$ cat src/rtl/bram_arb_pkg.sv
// Shared definitions for the BRAM frame arbiter: arbiter states, requester
// count and the bank address helper used by every bank tracker.
package bram_arb_pkg;

  localparam int NUM_REQ = 2;

  typedef enum logic [1:0] {
    ST_IDLE = 2'd0,
    ST_GNT0 = 2'd1,
    ST_GNT1 = 2'd2
  } arb_state_t;

  // Word address inside a requester's ping-pong pair; callers truncate to their width.
  function automatic logic [31:0] bank_addr(input logic [31:0] base,
                                            input logic        bank,
                                            input logic [31:0] size,
                                            input logic [31:0] cnt);
    return base + (bank ? size : 32'd0) + cnt;
  endfunction

endpackage

$ cat src/rtl/bram_bank_tracker.sv
// Per-requester ping-pong bookkeeping: current bank, word counter, ready bits,
// overrun detection and the saturating dropped-frame counter.
module bram_bank_tracker
  import bram_arb_pkg::*;
#(
  parameter int                      C_ADDR_WIDTH = 12,
  parameter int                      C_BANK_SIZE  = 64,
  parameter logic [C_ADDR_WIDTH-1:0] C_BASE       = '0
) (
  input  logic                    aclk,
  input  logic                    aresetn,
  input  logic                    i_start,
  input  logic                    i_acc,
  input  logic                    i_last,
  input  logic [1:0]              i_ack,
  output logic                    o_wr,
  output logic [C_ADDR_WIDTH-1:0] o_addr,
  output logic [1:0]              o_rdy,
  output logic [15:0]             o_ovr_cnt
);

  localparam int CW = $clog2(C_BANK_SIZE) + 1;

  logic          r_cur;
  logic [CW-1:0] r_cnt;
  logic          r_ovr;
  logic [1:0]    r_rdy;
  logic [15:0]   r_ovr_cnt;

  logic          w_room;
  logic          w_done;
  logic [1:0]    w_set;

  assign w_room = r_cnt < CW'(C_BANK_SIZE);
  assign o_wr   = i_acc & ~r_ovr & w_room;
  assign w_done = i_acc & i_last;
  assign w_set  = (w_done & ~r_ovr) ? (2'b01 << r_cur) : 2'b00;
  assign o_addr = C_ADDR_WIDTH'(bank_addr(32'(C_BASE), r_cur,
                                          32'(C_BANK_SIZE), 32'(r_cnt)));
  assign o_rdy     = r_rdy;
  assign o_ovr_cnt = r_ovr_cnt;

  always_ff @(posedge aclk or negedge aresetn) begin
    if (!aresetn) begin
      r_cur     <= 1'b0;
      r_cnt     <= '0;
      r_ovr     <= 1'b0;
      r_rdy     <= 2'b00;
      r_ovr_cnt <= '0;
    end else begin
      // Overrun is decided once per frame: the target bank must be free at grant.
      if (i_start) begin
        r_cnt <= '0;
        r_ovr <= r_rdy[r_cur];
      end else if (o_wr) begin
        r_cnt <= r_cnt + 1'b1;
      end
      if (w_done & ~r_ovr)
        r_cur <= ~r_cur;
      if (w_done & r_ovr & (r_ovr_cnt != 16'hFFFF))
        r_ovr_cnt <= r_ovr_cnt + 16'd1;
      // A completing frame beats a simultaneous ack of the same bank.
      r_rdy <= (r_rdy & ~i_ack) | w_set;
    end
  end

endmodule

$ cat src/rtl/bram_frame_arbiter.sv
// Round-robin frame arbiter for the shared 16-bit BRAM write port; one
// bank tracker per requester, registered BRAM outputs and level IRQ.
module bram_frame_arbiter
  import bram_arb_pkg::*;
#(
  parameter int                      C_ADDR_WIDTH = 12,
  parameter int                      C_BANK_SIZE  = 64,
  parameter logic [C_ADDR_WIDTH-1:0] C_BASE0      = 12'h000,
  parameter logic [C_ADDR_WIDTH-1:0] C_BASE1      = 12'h080
) (
  input  logic                    aclk,
  input  logic                    aresetn,
  input  logic                    r0_req,
  output logic                    r0_gnt,
  input  logic                    r0_valid,
  input  logic [15:0]             r0_data,
  input  logic                    r0_last,
  input  logic                    r1_req,
  output logic                    r1_gnt,
  input  logic                    r1_valid,
  input  logic [15:0]             r1_data,
  input  logic                    r1_last,
  output logic                    bram_clk,
  output logic                    bram_rst,
  output logic [C_ADDR_WIDTH-1:0] bram_addr,
  output logic                    bram_en,
  output logic [1:0]              bram_we,
  output logic [15:0]             bram_din,
  input  logic [3:0]              bank_ack,
  output logic [3:0]              bank_rdy,
  output logic                    irq,
  output logic [15:0]             ovr_cnt0,
  output logic [15:0]             ovr_cnt1
);

  arb_state_t                               r_state;
  logic                                     r_ptr;
  logic [NUM_REQ-1:0]                       r_gnt;
  logic                                     r_irq;
  logic                                     r_en;
  logic [C_ADDR_WIDTH-1:0]                  r_addr;
  logic [15:0]                              r_din;

  logic [NUM_REQ-1:0]                       w_req, w_valid, w_last;
  logic [NUM_REQ-1:0]                       w_start, w_acc, w_wr;
  logic [NUM_REQ-1:0][15:0]                 w_data;
  logic [NUM_REQ-1:0][C_ADDR_WIDTH-1:0]     w_addr;
  logic [NUM_REQ-1:0][1:0]                  w_rdy;
  logic [NUM_REQ-1:0][15:0]                 w_ovr;

  assign w_req   = {r1_req, r0_req};
  assign w_valid = {r1_valid, r0_valid};
  assign w_last  = {r1_last, r0_last};
  assign w_data  = {r1_data, r0_data};
  assign w_acc   = r_gnt & w_valid;

  // r_ptr names the requester that wins a tie; it points away from the last grant.
  always_comb begin
    w_start = '0;
    if (r_state == ST_IDLE) begin
      if (&w_req) w_start[r_ptr] = 1'b1;
      else        w_start = w_req;
    end
  end

  always_ff @(posedge aclk or negedge aresetn) begin
    if (!aresetn) begin
      r_state <= ST_IDLE;
      r_ptr   <= 1'b0;
      r_gnt   <= '0;
    end else begin
      case (r_state)
        ST_IDLE: begin
          if (w_start[0]) begin
            r_state <= ST_GNT0;
            r_gnt   <= 2'b01;
            r_ptr   <= 1'b1;
          end else if (w_start[1]) begin
            r_state <= ST_GNT1;
            r_gnt   <= 2'b10;
            r_ptr   <= 1'b0;
          end
        end
        ST_GNT0: begin
          if (w_acc[0] & w_last[0]) begin
            r_state <= ST_IDLE;
            r_gnt   <= '0;
          end
        end
        ST_GNT1: begin
          if (w_acc[1] & w_last[1]) begin
            r_state <= ST_IDLE;
            r_gnt   <= '0;
          end
        end
        default: begin
          r_state <= ST_IDLE;
          r_gnt   <= '0;
        end
      endcase
    end
  end

  for (genvar g = 0; g < NUM_REQ; g++) begin : g_trk
    bram_bank_tracker #(
      .C_ADDR_WIDTH (C_ADDR_WIDTH),
      .C_BANK_SIZE  (C_BANK_SIZE),
      .C_BASE       ((g == 0) ? C_BASE0 : C_BASE1)
    ) u_trk (
      .aclk      (aclk),
      .aresetn   (aresetn),
      .i_start   (w_start[g]),
      .i_acc     (w_acc[g]),
      .i_last    (w_last[g]),
      .i_ack     (bank_ack[2*g +: 2]),
      .o_wr      (w_wr[g]),
      .o_addr    (w_addr[g]),
      .o_rdy     (w_rdy[g]),
      .o_ovr_cnt (w_ovr[g])
    );
  end

  // Grants are exclusive, so at most one tracker asks to write per cycle.
  always_ff @(posedge aclk or negedge aresetn) begin
    if (!aresetn) begin
      r_en   <= 1'b0;
      r_addr <= '0;
      r_din  <= '0;
      r_irq  <= 1'b0;
    end else begin
      r_en  <= |w_wr;
      r_irq <= |w_rdy;
      if (w_wr[1]) begin
        r_addr <= w_addr[1];
        r_din  <= w_data[1];
      end else if (w_wr[0]) begin
        r_addr <= w_addr[0];
        r_din  <= w_data[0];
      end
    end
  end

  assign r0_gnt    = r_gnt[0];
  assign r1_gnt    = r_gnt[1];
  assign bram_clk  = aclk;
  assign bram_rst  = ~aresetn;
  assign bram_en   = r_en;
  assign bram_we   = {2{r_en}};
  assign bram_addr = r_addr;
  assign bram_din  = r_din;
  assign bank_rdy  = w_rdy;
  assign irq       = r_irq;
  assign ovr_cnt0  = w_ovr[0];
  assign ovr_cnt1  = w_ovr[1];

endmodule

$ cat config.mk
export PLATFORM = sky130hd
export DESIGN_NAME = bram_frame_arbiter
export DESIGN_NICKNAME = d
export VERILOG_FILES = /design/src/rtl/bram_arb_pkg.sv /design/src/rtl/bram_bank_tracker.sv /design/src/rtl/bram_frame_arbiter.sv
export SDC_FILE = /design/constraint.sdc
export NUM_CORES = 1
export LEC_CHECK = 0
export CAP_MARGIN = 20
export CORE_MARGIN = 4
export CORE_UTILIZATION = 51
export CTS_CLUSTER_SIZE = 20
export DETAILED_ROUTE_END_ITERATION = 16
export HOLD_SLACK_MARGIN = 0.1
export PLACE_DENSITY = 0.85
export SLEW_MARGIN = 20
export SYNTH_ARGS = -nofsm -noshare
export SYNTH_HDL_FRONTEND = slang
export SYNTH_SLANG_ARGS = --single-unit
$ cat constraint.sdc
create_clock -name aclk -period 4.1 [get_ports aclk]
set_input_delay 0.82 -clock aclk [delete_from_list [all_inputs] [get_ports aclk]]
set_output_delay 0.82 -clock aclk [all_outputs]
set_load 0.02 [all_outputs]
==> summary.txt <==
Status
  • Run status: complete, no violations

Floorplan
  • Die H: just under 100 um
  • Core Area: between 7000 and 8000 um2
  • Die area: roughly 9500 um2
  • Top Ports: 116
  • Initial core utilization: around 53%
  • Std cell rows: 32
  • Die W: 97.2 um

Synth
  • Yosys warns: 0
  • Top cell type by total area after synthesis: dfrtp_1
  • Post-Syn Instances: approximately 370
  • Synth top area share: between 50% and 60%
  • Register bit total from synthesis: 84
  • Syn_area_per_cell: between 10 and 15 um2
  • Synth cell count leaders: dfrtp_1 (84), nand2_1 (40), mux2i_1 (27), o21ai_0 (27), nor2_1 (26)
  • Post-synth top flop: dfrtp_1
  • Yosys cell types: 52
  • Top-count cell post-synth: dfrtp_1
  • Sequential area share after synthesis: slightly above 50%
  • Dominant cells by area after synthesis: dfrtp_1 (52%), mux2i_1 (6.7%), xor2_1 (4.7%)
  • Cell Area, Synth: roughly 4000 um2
  • Post-synth EDFFs: 0
  • Ys async rst share: 100%

Final layout
  • Share of cells above drive strength 1: 9.16%
  • Fin util: between 70% and 80%
  • Layout area overhead: 36.1%
  • Design Area, Final: about 5500 um2
  • Antenna Cells: 0
  • Nets: 536
  • Fin cells: 593

Timing
  • Final setup vio count: 0
  • Pins over their slew limit: 0
  • Unrepaired setup endpoints after global routing: no
  • Max_slew headroom: between 50% and 60%
  • Final Skew: roughly 0.014 ns
  • Worst-Margin Slew: 0.750 ns
  • Fin. Hold Viols: 0
  • Setup_tns: 0 ns
  • Worst setup margin: 0.470 ns

Placed design
  • HPWL Detailed: roughly 6700 um
  • Port Buf Inserts: between 100 and 150
  • Placed cells: about 570
  • Placed Area: 5230 um2
  • Post-placement setup slack: ~0.7 ns
  • Gp weighted congestion: slightly below 0.9

Worst setup path
  • CP Launch Type: clock port
  • CP max FO: 2
  • Arr. time, crit path: approximately 2.8 ns
  • Worst r2r src: g_trk[0].u_trk.r_ovr$_DFFE_PN0P_
  • Critical path required time: approximately 3.3 ns
  • Setup Crit Path Kind: clk -> out
  • Worst setup EP type: output port
  • Crit. Startpoint: aclk

Route
  • DRT Pass-1 Iters: 4
  • DRT iter0 DRCs: 168
  • Met2 WL: between 4000 and 5000 um
  • DR WL/cell: 15.8 um
  • WL final: between 9000 and 10000 um
  • DR DRC count: 0
  • Wire length on met3: between 400 and 500 um
  • Routed vias/inst: between 5 and 6
  • Met1 WL: 4000 um
  • DRT antenna net count: 0
  • Routed via count: ~3.2k
  • DR top layer: met4

Clocking
  • Worst-Skew Late Latency: around 0.47 ns
  • TritonCTS clock tree: built
  • Post-CTS sizing: 0
  • Setup Fix Bufs, Post-CTS: 0
  • Reg clk slew, reported paths: ~0.090 ns
  • Hold-fix buffers, CTS: 0

Global routing
  • Initial antenna violation count: 0
  • First-pass GRT wire length: ~16000 um
  • Overflow after GRT: 0
  • Number of global-route vias before repair: roughly 3.3k
  • Gr usage total: a little over a fifth
  • Pin count of the biggest net entering global routing: 85

Power and ir drop
  • Combinational share of power: 32.6%
  • Max VDD drop: between 0.0003 and 0.0004 V
  • Clock Power Share: 27.7%
  • Leak Pwr: roughly 0.0024 uW
  • Seq pwr share: 39.7%
  • P_sw: 1010 uW
  • Power per cell area: roughly 550 nW/um2
  • P_int: approximately 2000 uW
  • Switch share: between 30% and 40%

Worst hold path
  • Worst hold path class: in -> async

Job
  • Max_cap viols: 0
## area by class of cell
type                       count  area (um2)
clock buffer                  15         193
clock inverter                 5         108
tap                          102         128
inverter                       7        26.3
timing repair buffer         114        1130
sequential                    84        2100
fill                         558        2200
multi-input combinational    266        1840
## cells in the final DEF (no fill, tap or decap), types with 3 or more instances in the layout
cell type	synthesis	routed
a31oi_1	3	3
conb_1	1	3
clkdlybuf4s50_1	0	111
nand3_1	14	14
and4_1	4	4
clkbuf_8	0	13
buf_4	9	3
bufinv_16	0	3
and3_1	6	6
inv_1	7	7
a21oi_1	4	4
nor2_1	26	26
mux2i_1	27	27
nand2_1	40	40
xnor2_1	15	15
ha_1	6	6
xor2_1	22	22
o21ai_0	27	27
nor3_1	4	4
nand4_1	12	12
nand4_2	3	3
dfrtp_1	84	84
nor4_1	6	6
## critical path, stage by stage
cell             delay (ns)
clkbuf_8               0.11
clkbuf_8               0.12
clkdlybuf4s50_1        0.53
## power by group through the flow
| stage | sequential (uW) | combinational, uW | clock (uW) |
|---|---|---|---|
| 6_report | 1200 | 984 | 834 |
| 5_1_grt | 1230 | 1070 | 893 |
| 3_5_place_dp | 1210 | 991 | 32.8 |
| 2_1_floorplan | 1350 | 388 | 28.5 |
| 4_1_cts | 1200 | 998 | 855 |
| 3_3_place_gp | 1200 | 967 | 32.8 |
## logic make-up after synthesis
logic type	share of synthesized area, %
XOR/XNOR	7.98
adder cells (fa/ha/maj)	1.85
other	0.0923
AND/OR/NAND/NOR	19.3
buffers and inverters	3.20
AO/OA/AOI/OAI	7.33
flip-flops	51.8
multiplexers	8.50
## state kept, by name, summed over array words and instances, names as in the netlist
register               flops
g_trk.u_trk.r_cur          2
g_trk.u_trk.r_ovr          2
g_trk.u_trk.o_rdy          4
bram_en                    1
irq                        1
r_gnt                      2
g_trk.u_trk.o_ovr_cnt     32
r_ptr                      1
bram_din                  16
g_trk.u_trk.r_cnt         14
bram_addr                  9
## worst paths after layout
path	end	slack (ns)	depth (start not counted)
min reg2reg	irq$_DFF_PN0_	0.52	2
max in group asynchronous	g_trk[1].u_trk.o_ovr_cnt[6]$_DFFE_PN0P_	3.06	2
min in group aclk	irq$_DFF_PN0_	0.52	2
min	g_trk[0].u_trk.o_ovr_cnt[6]$_DFFE_PN0P_	0.48	2
max	bram_clk	0.47	3
max reg2reg	bram_addr[7]$_DFFE_PN0P_	2.12	4
## stage by stage
step | hold WS [ns] | power (uW)
final | 0.481 | 3010
after global routing | 0.548 | 3200
after CTS | 0.527 | 3050
after detailed placement | 0.513 | 2230
after global placement | 0.487 | 2200
after floorplan | 0.472 | 1770
## routing by layer
metal,track usage [%],vias up
met5,0,-
met4,10.0,0
met3,5.31,19
met2,34.1,76
met1,27.0,1559
li1,-,1546
(Power assumes the default switching activity.)
